$ cat src/rtl/serial_nibble_adder_pkg.sv
// Shared types and constants for the nibble-serial adder.
package serial_nibble_adder_pkg;

   localparam int unsigned NIBBLE_W = 4;

   typedef enum logic [1:0] {
      IDLE = 2'd0,
      ADD  = 2'd1,
      DONE = 2'd2
   } state_t;

endpackage

$ cat src/rtl/serial_nibble_adder_adder_4bit.sv
// Combinational 4-bit ripple adder used for one nibble per cycle.
module adder_4bit (
   input  logic [3:0] a,
   input  logic [3:0] b,
   input  logic       cin,
   output logic [3:0] sum,
   output logic       cout
);

   assign {cout, sum} = 5'(a) + 5'(b) + 5'(cin);

endmodule

$ cat src/rtl/serial_nibble_adder.sv
// Nibble-serial adder: one 4-bit slice per cycle, {cout,sum} = a+b+cin.
// Define SERIAL_ADDER_OVF_EN to add the signed-overflow output ovf.
module serial_nibble_adder
   import serial_nibble_adder_pkg::*;
#(
   parameter int unsigned NIBBLES = 4
) (
   input  logic                    clk,
   input  logic                    rst,
   input  logic                    start,
   input  logic [NIBBLE_W*NIBBLES-1:0] a,
   input  logic [NIBBLE_W*NIBBLES-1:0] b,
   input  logic                    cin,
   output logic                    busy,
   output logic                    done,
   output logic [NIBBLE_W*NIBBLES-1:0] sum,
   output logic                    cout
`ifdef SERIAL_ADDER_OVF_EN
   ,
   output logic                    ovf
`endif
);

   localparam int unsigned W     = NIBBLE_W * NIBBLES;
   localparam int unsigned IDX_W = $clog2(NIBBLES);
   localparam logic [IDX_W-1:0] LAST_IDX = IDX_W'(NIBBLES - 1);

   state_t             state_q, state_d;
   logic [W-1:0]       a_q, a_d;
   logic [W-1:0]       b_q, b_d;
   logic [W-1:0]       sum_q, sum_d;
   logic [IDX_W-1:0]   idx_q, idx_d;
   logic               carry_q, carry_d;
   logic               cout_q, cout_d;

   logic [NIBBLE_W-1:0] nib_a, nib_b, nib_sum;
   logic                nib_cout;

   assign nib_a = a_q[NIBBLE_W*idx_q +: NIBBLE_W];
   assign nib_b = b_q[NIBBLE_W*idx_q +: NIBBLE_W];

   adder_4bit u_adder (
      .a    (nib_a),
      .b    (nib_b),
      .cin  (carry_q),
      .sum  (nib_sum),
      .cout (nib_cout)
   );

`ifdef SERIAL_ADDER_OVF_EN
   logic ovf_q, ovf_d;
   // Carry into the MSB is recovered as a^b^s of that bit.
   logic msb_carry_in;
   assign msb_carry_in = nib_a[NIBBLE_W-1] ^ nib_b[NIBBLE_W-1] ^ nib_sum[NIBBLE_W-1];
`endif

   always_comb begin
      state_d = state_q;
      a_d     = a_q;
      b_d     = b_q;
      sum_d   = sum_q;
      idx_d   = idx_q;
      carry_d = carry_q;
      cout_d  = cout_q;
`ifdef SERIAL_ADDER_OVF_EN
      ovf_d   = ovf_q;
`endif
      case (state_q)
         IDLE: begin
            if (start) begin
               a_d     = a;
               b_d     = b;
               carry_d = cin;
               idx_d   = '0;
               state_d = ADD;
            end
         end
         ADD: begin
            sum_d[NIBBLE_W*idx_q +: NIBBLE_W] = nib_sum;
            carry_d = nib_cout;
            idx_d   = idx_q + 1'b1;
            if (idx_q == LAST_IDX) begin
               cout_d  = nib_cout;
`ifdef SERIAL_ADDER_OVF_EN
               ovf_d   = msb_carry_in ^ nib_cout;
`endif
               state_d = DONE;
            end
         end
         DONE:    state_d = IDLE;
         default: state_d = IDLE;
      endcase
   end

   always_ff @(posedge clk or posedge rst) begin
      if (rst) begin
         state_q <= IDLE;
         a_q     <= '0;
         b_q     <= '0;
         sum_q   <= '0;
         idx_q   <= '0;
         carry_q <= 1'b0;
         cout_q  <= 1'b0;
`ifdef SERIAL_ADDER_OVF_EN
         ovf_q   <= 1'b0;
`endif
      end else begin
         state_q <= state_d;
         a_q     <= a_d;
         b_q     <= b_d;
         sum_q   <= sum_d;
         idx_q   <= idx_d;
         carry_q <= carry_d;
         cout_q  <= cout_d;
`ifdef SERIAL_ADDER_OVF_EN
         ovf_q   <= ovf_d;
`endif
      end
   end

   assign busy = (state_q != IDLE);
   assign done = (state_q == DONE);
   assign sum  = sum_q;
   assign cout = cout_q;
`ifdef SERIAL_ADDER_OVF_EN
   assign ovf  = ovf_q;
`endif

endmodule
$ cat config.mk
export PLATFORM = sky130hd
export DESIGN_NAME = serial_nibble_adder
export DESIGN_NICKNAME = d
export VERILOG_FILES = /design/src/rtl/serial_nibble_adder_pkg.sv /design/src/rtl/serial_nibble_adder_adder_4bit.sv /design/src/rtl/serial_nibble_adder.sv
export SDC_FILE = /design/constraint.sdc
export NUM_CORES = 1
export LEC_CHECK = 0
export ABC_AREA = 1
export CORE_MARGIN = 2
export CORE_UTILIZATION = 25
export DETAILED_ROUTE_END_ITERATION = 6
export PLACE_DENSITY = 0.51
export SETUP_SLACK_MARGIN = 0.3
export SLEW_MARGIN = 20
export SYNTH_ARGS = -nofsm -noshare
export SYNTH_HDL_FRONTEND = slang
export SYNTH_SLANG_ARGS = --single-unit
$ cat constraint.sdc
create_clock -name clk -period 2.9 [get_ports clk]
set_clock_uncertainty 0.1 [all_clocks]
set_input_delay 0.87 -clock clk [delete_from_list [all_inputs] [get_ports clk]]
set_output_delay 0.87 -clock clk [all_outputs]
set_load 0.01 [all_outputs]
# Word-level counts from Yosys, hierarchy flattened
# Cells that the tools add are included.
[totals] reg_bits=54 latchBits=0 mem_bits_rw=0 mem_bits_ro=0 input_bits=36 output_inout_bits=19 elab_cells=35 memories=0
[classes] add_sub_neg=4 n_mul=0 div_mod_pow=0 n_lt_le_gt_ge=0 n_eq_ne=5 n_shift=4 n_mux=8 n_bitwise=0 reduce_logical=7
[op_table] op="4-bit negator with 34-bit output" n=1
[op_table] op="4-bit by 34-bit variable shift with 16-bit output (first input constant)" n=1
[op_table] op="4-bit by 34-bit variable part select with 16-bit output" n=1
[op_table] op="16-bit by 5-bit variable part select with 4-bit output" n=2
[op_table] op="16-bit bitwise mux" n=1
[op_table] op="2-bit case mux with 2 select lines" n=2
[op_table] op="2-bit AND reduction" n=4
[op_table] op="2-bit 2-to-1 mux" n=3
[op_table] op="4-bit by 4-bit adder with 5-bit output" n=1
[op_table] op="5-bit by 1-bit adder with 5-bit output" n=1
[op_table] op="2-bit == test (second input constant)" n=2
[op_table] op="2-bit != test (second input constant)" n=2
[op_table] op="2-bit nonzero test" n=2
[op_table] op="2-bit by 1-bit adder with 2-bit output (second input constant)" n=1
[op_table] op="2-bit by 1-bit == test with 1-bit output (second input constant)" n=1
[op_table] op="2-bit logical NOT" n=1
[op_table] op="1-bit case mux with 2 select lines" n=1
[op_table] op="1-bit 2-to-1 mux" n=1

# Depth between registers and ports, before layout
# Gate-level depths: netlist of run 1.
[depth] depth_word=5 depth_mapped=11 depth_no_buf=10

# Cells and area by module
# Synthesis of run 1 repeated with hierarchy kept, for this count alone.
[hier_totals] cells_unflattened=340 hier_area_um2=2715.1
[by_module_without_submodules] mod="serial_nibble_adder" instances=1 cells_each=315 area_per_inst_um2=2549.9 seq_area_each_um2=1351.3
[by_module_without_submodules] mod="adder_4bit" instances=1 cells_each=25 area_per_inst_um2=165.2 seq_area_each_um2=0.0

# Least setup slack after synthesis of run 1
# Ideal clock, no wire load.
[synth_path] path_type="register to register" from="register idx_q[1]" to="register cout_q (netlist: cout)" setup_ps=125 t_arrival_ps=2209 required_ps=2675 setup_slack_ps=467 path_stages_with_launch=9 n_path_buf=0 synth_period_minus_slack_ps=2433 cell_sequence="dfrtp_1 > clkinv_1 > o21ai_0 > o22ai_1 > fa_1 > fa_1 > a21oi_1 > o21bai_1 > mux2_2"
[synth_via] elab_chain_cells=3 word_cells_on_any_way=6 cone_classes="add/sub: 2; eq/ne: 1; shift: 2; reduce/logical: 1"
[synth_lines] element="start, declared" line="serial_nibble_adder.sv:32" rtl="logic [IDX_W-1:0] idx_q, idx_d;"
[synth_lines] element="start signal, assigned" line="serial_nibble_adder.sv:112" rtl="idx_q <= idx_d;"
[synth_lines] element="16-bit by 5-bit variable part select with 4-bit output, on equally long branches" line="serial_nibble_adder.sv:39, serial_nibble_adder.sv:40"
[synth_lines] element="4-bit by 4-bit adder with 5-bit output" line="serial_nibble_adder_adder_4bit.sv:10" rtl="assign {cout, sum} = 5'(a) + 5'(b) + 5'(cin);"
[synth_lines] element="5-bit by 1-bit adder with 5-bit output" line="serial_nibble_adder_adder_4bit.sv:10"
[synth_lines] element="end signal, assigned" line="serial_nibble_adder.sv:114" rtl="cout_q <= cout_d;"
[synth_lines] element="end, declared" line="serial_nibble_adder.sv:34" rtl="logic cout_q, cout_d;"
# Parallel ways exist; a longest one is shown, timed or not.
# A chain may end at the register's enable or synchronous reset.

# Worst setup path after layout of run 1
[layout_path] from="register idx_q[0]" to="register cout_q (netlist: cout)"
# The elaborated chain is that of the path after synthesis.

==> metrics, run 1 <==
worst skew pair latency 0.31 ns; Detailed Routing Iterations Pass 1 4; DR vias 2159; PnR worst setup slack 0.417 ns; outcome completed; YS warnings 0; worst slack at placement 0.355 ns; Layout Nets 416; GP Congestion 0.804; WL per Instance 12.4 um; fin util 34.9%; synth-to-layout area growth 34.8%; startpoint types register; Post-Synth Adder-Cell Area 5.97%; n_diodes 0; Core Region 9860 sq um; post-synthesis sequential area ratio 52.9%; Inst Count DP 489; Simple-Gate Fraction of Synth Area 25.8%; DRC violations left 0; Layout Cells excl Fill 502; clk slew on worst S/H paths 0.10 ns; layout cell share with drive strength beyond 1 8.94%; final setup vio count 0; first-pass GRT wire length 10600 um; WP data required 3.00 ns; crit path capture type register; overall global routing resource usage 11.9%; Port Buffers 54; CTS tree done; mux contribution to synthesized area 0.441%; TNS Setup 0 ns; max-cap violation count 0; Synth Area in Compound Gates 9.50%; clk root buf clkbuf_8; Hold WC Path Type reg2reg; clk sinks 54; Final Hold Viols 0; DRT antenna net count 0; Via density 4.30; Final min period 2.48 ns; crit path max fanout 7; maximum VDD drop 0.572 mV; synthesized area 2550 sq um; xor-xnor portion of the synthesized cell area 0.343%; H-tree levels 2; Fill cells 1059; Synthesized Nets 353; I/O pin cnt 55; Fmax 403 MHz; leading cell types in the layout, fill and taps excluded nand2_1, clkdlybuf4s50_1, dfrtp_1, o21ai_0, nor2_1; slew margin rel. 59.0%; post-DP HPWL 4720 um; flops & latches, synth 54; period utilisation layout 85.6%; Synth Instances 306; RSZ-0062 raised after global routing no; die height 105 um; iteration-0 DRC count of the detailed router 93; WP data arrival 2.59 ns; Starting Density 25.9%; largest net degree at the start of global routing 34; initial antenna violation count 0; grt total ovfl 0; critical path type reg2reg; cell row count 36; Die ar. 11000 sq um; fin. max-slew vios 0; Leak Pwr 0.00165 uW; Longest Clk Path Bufs 2; syn_area_per_cell 8.35 sq um; number of global-route vias before repair 2180; largest family of logic cells by synthesized area simple AND/OR/NAND/NOR gates; Power Dens Cells 1140 nW/um^2; Netlist cell types 25; total wire length 6210 um; Worst Max-Slew Pin Slew 0.614 ns; Die X 105 um; commonest non-fill, non-tap cell in the layout nand2_1; CTS buffer count 5; Worst R2R Setup Slack 0.42 ns
==> report_power, final <==
part | internal (uW) | switching (uW)
Combinational | 884 | 1200
Sequential | 1080 | 224
Clock | 277 | 247
==> flip-flops by register name, summed over array words and instances (netlist names) <==
register,cells
carry_q,1
state_q,2
cout,1
a_q,16
b_q,16
sum,16
idx_q,2
==> metal layers <==
metal,GRT usage (%),up-vias,wire length (um)
met4,3.52,0,77
li1,-,1106,-
met3,2.93,9,317
met2,19.6,59,2940
met1,15.5,985,2880
met5,0,-,0
==> final cells by class <==
type / count / area (sq um) / area share, %
well taps: 133 / 166 / 4.83
clock inverters: 1 / 30.0 / 0.872
inverters: 22 / 86.3 / 2.51
flip-flops and latches: 54 / 1350 / 39.3
multi-input cells: 220 / 1080 / 31.5
repair buffers: 66 / 643 / 18.7
clock buffers: 6 / 82.6 / 2.40
==> logic make-up after synthesis <==
group	count (synthesis)
adder cells (fa/ha/maj)	11
multiplexers	1
AND/OR/NAND/NOR	162
XOR/XNOR	1
AO/OA/AOI/OAI	45
buffers and inverters	32
flip-flops	54
==> timing repair <==
action | 4_1_cts | 5_1_grt
buffers inserted | 0 | 6
gates resized for setup | 0 | 4
endpoints found under the setup margin | 0 | 6
hold buffers | 0 | 0
==> cell usage after synthesis <==
library cell	count	area, sq um
clkbuf_1	1	3.75
clkinv_1	1	3.75
nand2_1	123	462
o21ai_1	7	35.0
nand3_4	1	17.5
nand4_1	5	31.3
mux2_2	1	11.3
nor2_4	1	11.3
o21ai_0	26	130
ha_1	9	113
nor2_2	1	6.26
nand3_1	7	35.0
inv_1	18	67.6
o21bai_1	1	7.51
a21oi_1	1	5.00
o31ai_1	2	15.0
o22ai_1	8	50.1
dfrtp_1	54	1350
nand2_2	2	12.5
buf_2	8	40.0
fa_1	2	40.0
inv_2	3	11.3
xnor2_1	1	8.76
buf_1	1	3.75
nor2_1	22	82.6
==> worst max-delay path, cell delays in order (launching register included) <==
cell and delay [ns]:
dfrtp_1 0.43, clkinvlp_4 0.18, nor2_1 0.17, o22ai_1 0.14, fa_1 0.45, fa_2 0.38, a21oi_1 0.15, o21bai_1 0.10
mux2_2 0.27
==> worst paths after layout <==
kind                            depth (start not counted)        to     start
worst max-delay path                                    8      cout  idx_q[0]
worst min-delay path                                    2    a_q[9]    a_q[9]
worst max register to register                          8      cout  idx_q[0]
worst min register to register                          2    a_q[9]    a_q[9]
max in group asynchronous                               3  idx_q[1]       rst
min in group asynchronous                               2    sum[3]       rst
==> per-stage QoR <==
step	area, sq um	power (uW)	hold WS [ns]
finish	3440	3920	0.387
global route	3440	4300	0.415
CTS	3380	3860	0.388
detailed placement	3270	3330	0.364
global placement	3270	3300	0.361
floorplan	2550	2600	0.344
Power figures use the tool's default switching activity.
==> run 2, diff against run 1 <==
- TNS_END_PERCENT: not set -> 100
==> results of run 2 <==
The final DEF is identical to that of run 1; final timing and power are the same.
==> run 3, diff against run 2 <==
- ABC_CLOCK_PERIOD_IN_PS: not set -> 2900
- GPL_TIMING_DRIVEN: not set -> 0
==> metrics, run 3 (synthesis gave the netlist of run 1 again) <==
startpoint types register; worst slack at placement -0.0363 ns (-0.392 ns); maximum VDD drop 0.408 mV (-29%); grt total ovfl 0 (unchanged); RSZ-0062 raised after global routing no; WL per Instance 12.7 um (+3.0%); commonest non-fill, non-tap cell in the layout nand2_1; cell row count 36 (unchanged); post-DP HPWL 4680 um (-0.69%); H-tree levels 2 (unchanged); Die X 105 um (unchanged); CTS buffer count 5 (unchanged); Starting Density 25.9% (unchanged); Final min period 2.49 ns (+0.00374 ns); slew margin rel. 55.0% (-4.0 points); Post-Route M1 WL 3130 um (+8.8%); Flop pwr share 33.3% (about the same); clk root buf clkbuf_8; Inst Count DP 493 (+0.82%); number of global-route vias before repair 2204 (+1.1%); Tot Pwr 3870 uW (-1.2%); Net Sw Frac 44.8% (+2.0 points); Hold WC Path Type reg2reg; clk sinks 54 (unchanged); period utilisation layout 85.8% (+0.13 points); Worst R2R Setup Slack 0.41 ns (about the same); PnR worst setup slack 0.413 ns (-0.00374 ns); layout cell share with drive strength beyond 1 10.2% (+1.3 points); WP data arrival 2.59 ns (about the same); Layout Nets 418 (+0.48%); Logic pwr share 55.7% (+2.4 points); met3 WL post-DR 250 um (-21%); switching power 1730 uW (+3.4%); Die ar. 11000 sq um (unchanged); cts hold-fix bufs 0 (unchanged); WP data required 3.01 ns (about the same); Layout Cells excl Fill 505 (+0.60%); outcome completed; n_diodes 0 (unchanged); P_int 2140 uW (-4.6%); Longest Clk Path Bufs 2 (unchanged); critical path type reg2reg; Fill cells 1047 (-1.1%); Fmax 402 MHz (-0.15%); Leak Pwr 0.00164 uW (-0.55%); DRT antenna net count 0 (unchanged); Core Region 9860 sq um (unchanged); leading cell types in the layout, fill and taps excluded nand2_1, clkdlybuf4s50_1, dfrtp_1, o21ai_0, nor2_1; initial antenna violation count 0 (unchanged); Port Buffers 54 (unchanged); DR vias 2173 (+0.65%); Via density 4.30 (about the same); Clock Power Share 11.0% (-2.4 points); first-pass GRT wire length 10700 um (+1.4%); Detailed Routing Iterations Pass 1 4 (unchanged); Worst Max-Slew Pin Slew 0.675 ns (+0.0605 ns); TNS Setup 0 ns (unchanged); max-cap violation count 0 (unchanged); metal2 WL 3000 um (+2.4%); crit path max fanout 10 (+3); GP Congestion 0.786 (-2.3%); synth-to-layout area growth 33.3%; Final Hold Viols 0 (unchanged); largest net degree at the start of global routing 55 (+62%); area of the multi-input gates 1090 sq um (+0.58%); fin. max-slew vios 0 (unchanged); CTS tree done; worst skew pair latency 0.31 ns (about the same); final setup vio count 0 (unchanged); iteration-0 DRC count of the detailed router 76 (-18%); register area 1350 sq um (about the same); DRC violations left 0 (unchanged); overall global routing resource usage 12.1% (+0.17 points); die height 105 um (unchanged); crit path capture type register; uppermost layer routed met4; total wire length 6430 um (+3.6%); I/O pin cnt 55 (unchanged); Power Dens Cells 1140 nW/um^2 (about the same); clk slew on worst S/H paths 0.10 ns (about the same)
-- run 3: cell count changes in the layout (fill, tap and decap cells not counted), sizes merged --
| cell | change |
|---|---|
| buf | +1 |
| bufinv | -1 |
| clkinv | +2 |
| inv | +1 |
| clkbuf | +1 |
| clkinvlp | -1 |
-- run 3: final cells by class --
| class | count | share of cell area [%] |
|---|---|---|
| clock buffer | 6 | 2.13 |
| timing repair buffer | 58 | 16.8 |
| buffer | 10 | 1.54 |
| inverter | 22 | 2.53 |
| sequential | 54 | 39.8 |
| tap | 133 | 4.89 |
| clock inverter | 2 | 0.404 |
| multi-input combinational | 220 | 32.0 |
-- run 3: worst paths after layout --
kind	startpoint	to	cells after the start
worst max-delay path	idx_q[0]	cout	8
worst min-delay path	b_q[6]	b_q[6]	2
worst max register to register	idx_q[0]	cout	8
worst min register to register	b_q[6]	b_q[6]	2
max in group asynchronous	rst	idx_q[1]	2
min in group asynchronous	rst	sum[3]	2
-- run 3: through the flow --
stage | util (%) | hold WS (ns) | instance area, sq um
CTS | 34.3 | 0.387 | 3380
finish | 34.5 | 0.381 | 3410
global placement | 33.1 | 0.357 | 3260
floorplan | - | 0.344 | 2550
global route | 34.5 | 0.410 | 3410
detailed placement | 33.1 | 0.361 | 3260
-- run 3: repair_timing --
item                                    in CTS  in global routing
gates resized for setup                      7                  4
setup buffers                                3                  1
endpoints found under the setup margin      10                  6
-- run 3: per-layer routing --
| metal | vias to the layer above | track usage [%] |
|---|---|---|
| li1 | 1111 | - |
| met1 | 1009 | 16.4 |
| met2 | 45 | 20.0 |
| met3 | 8 | 2.25 |
| met4 | 0 | 2.57 |
| met5 | - | 0 |
-- run 3: critical path, stage by stage, from the launching register on --
cell and delay [ns]:
dfrtp_2 0.44, clkbuf_4 0.20, o21ai_0 0.18, o22ai_1 0.15, fa_2 0.40, fa_2 0.39, a21oi_2 0.15, o21bai_1 0.10
mux2_2 0.27
-- run 3: power by group through the flow --
stage | clock [uW] | combinational (uW) | sequential [uW]
3_5_place_dp | 0 | 1990 | 1320
2_1_floorplan | 0 | 1320 | 1280
6_report | 426 | 2160 | 1290
5_1_grt | 465 | 2430 | 1330
4_1_cts | 439 | 2070 | 1290
3_3_place_gp | 0 | 1970 | 1320
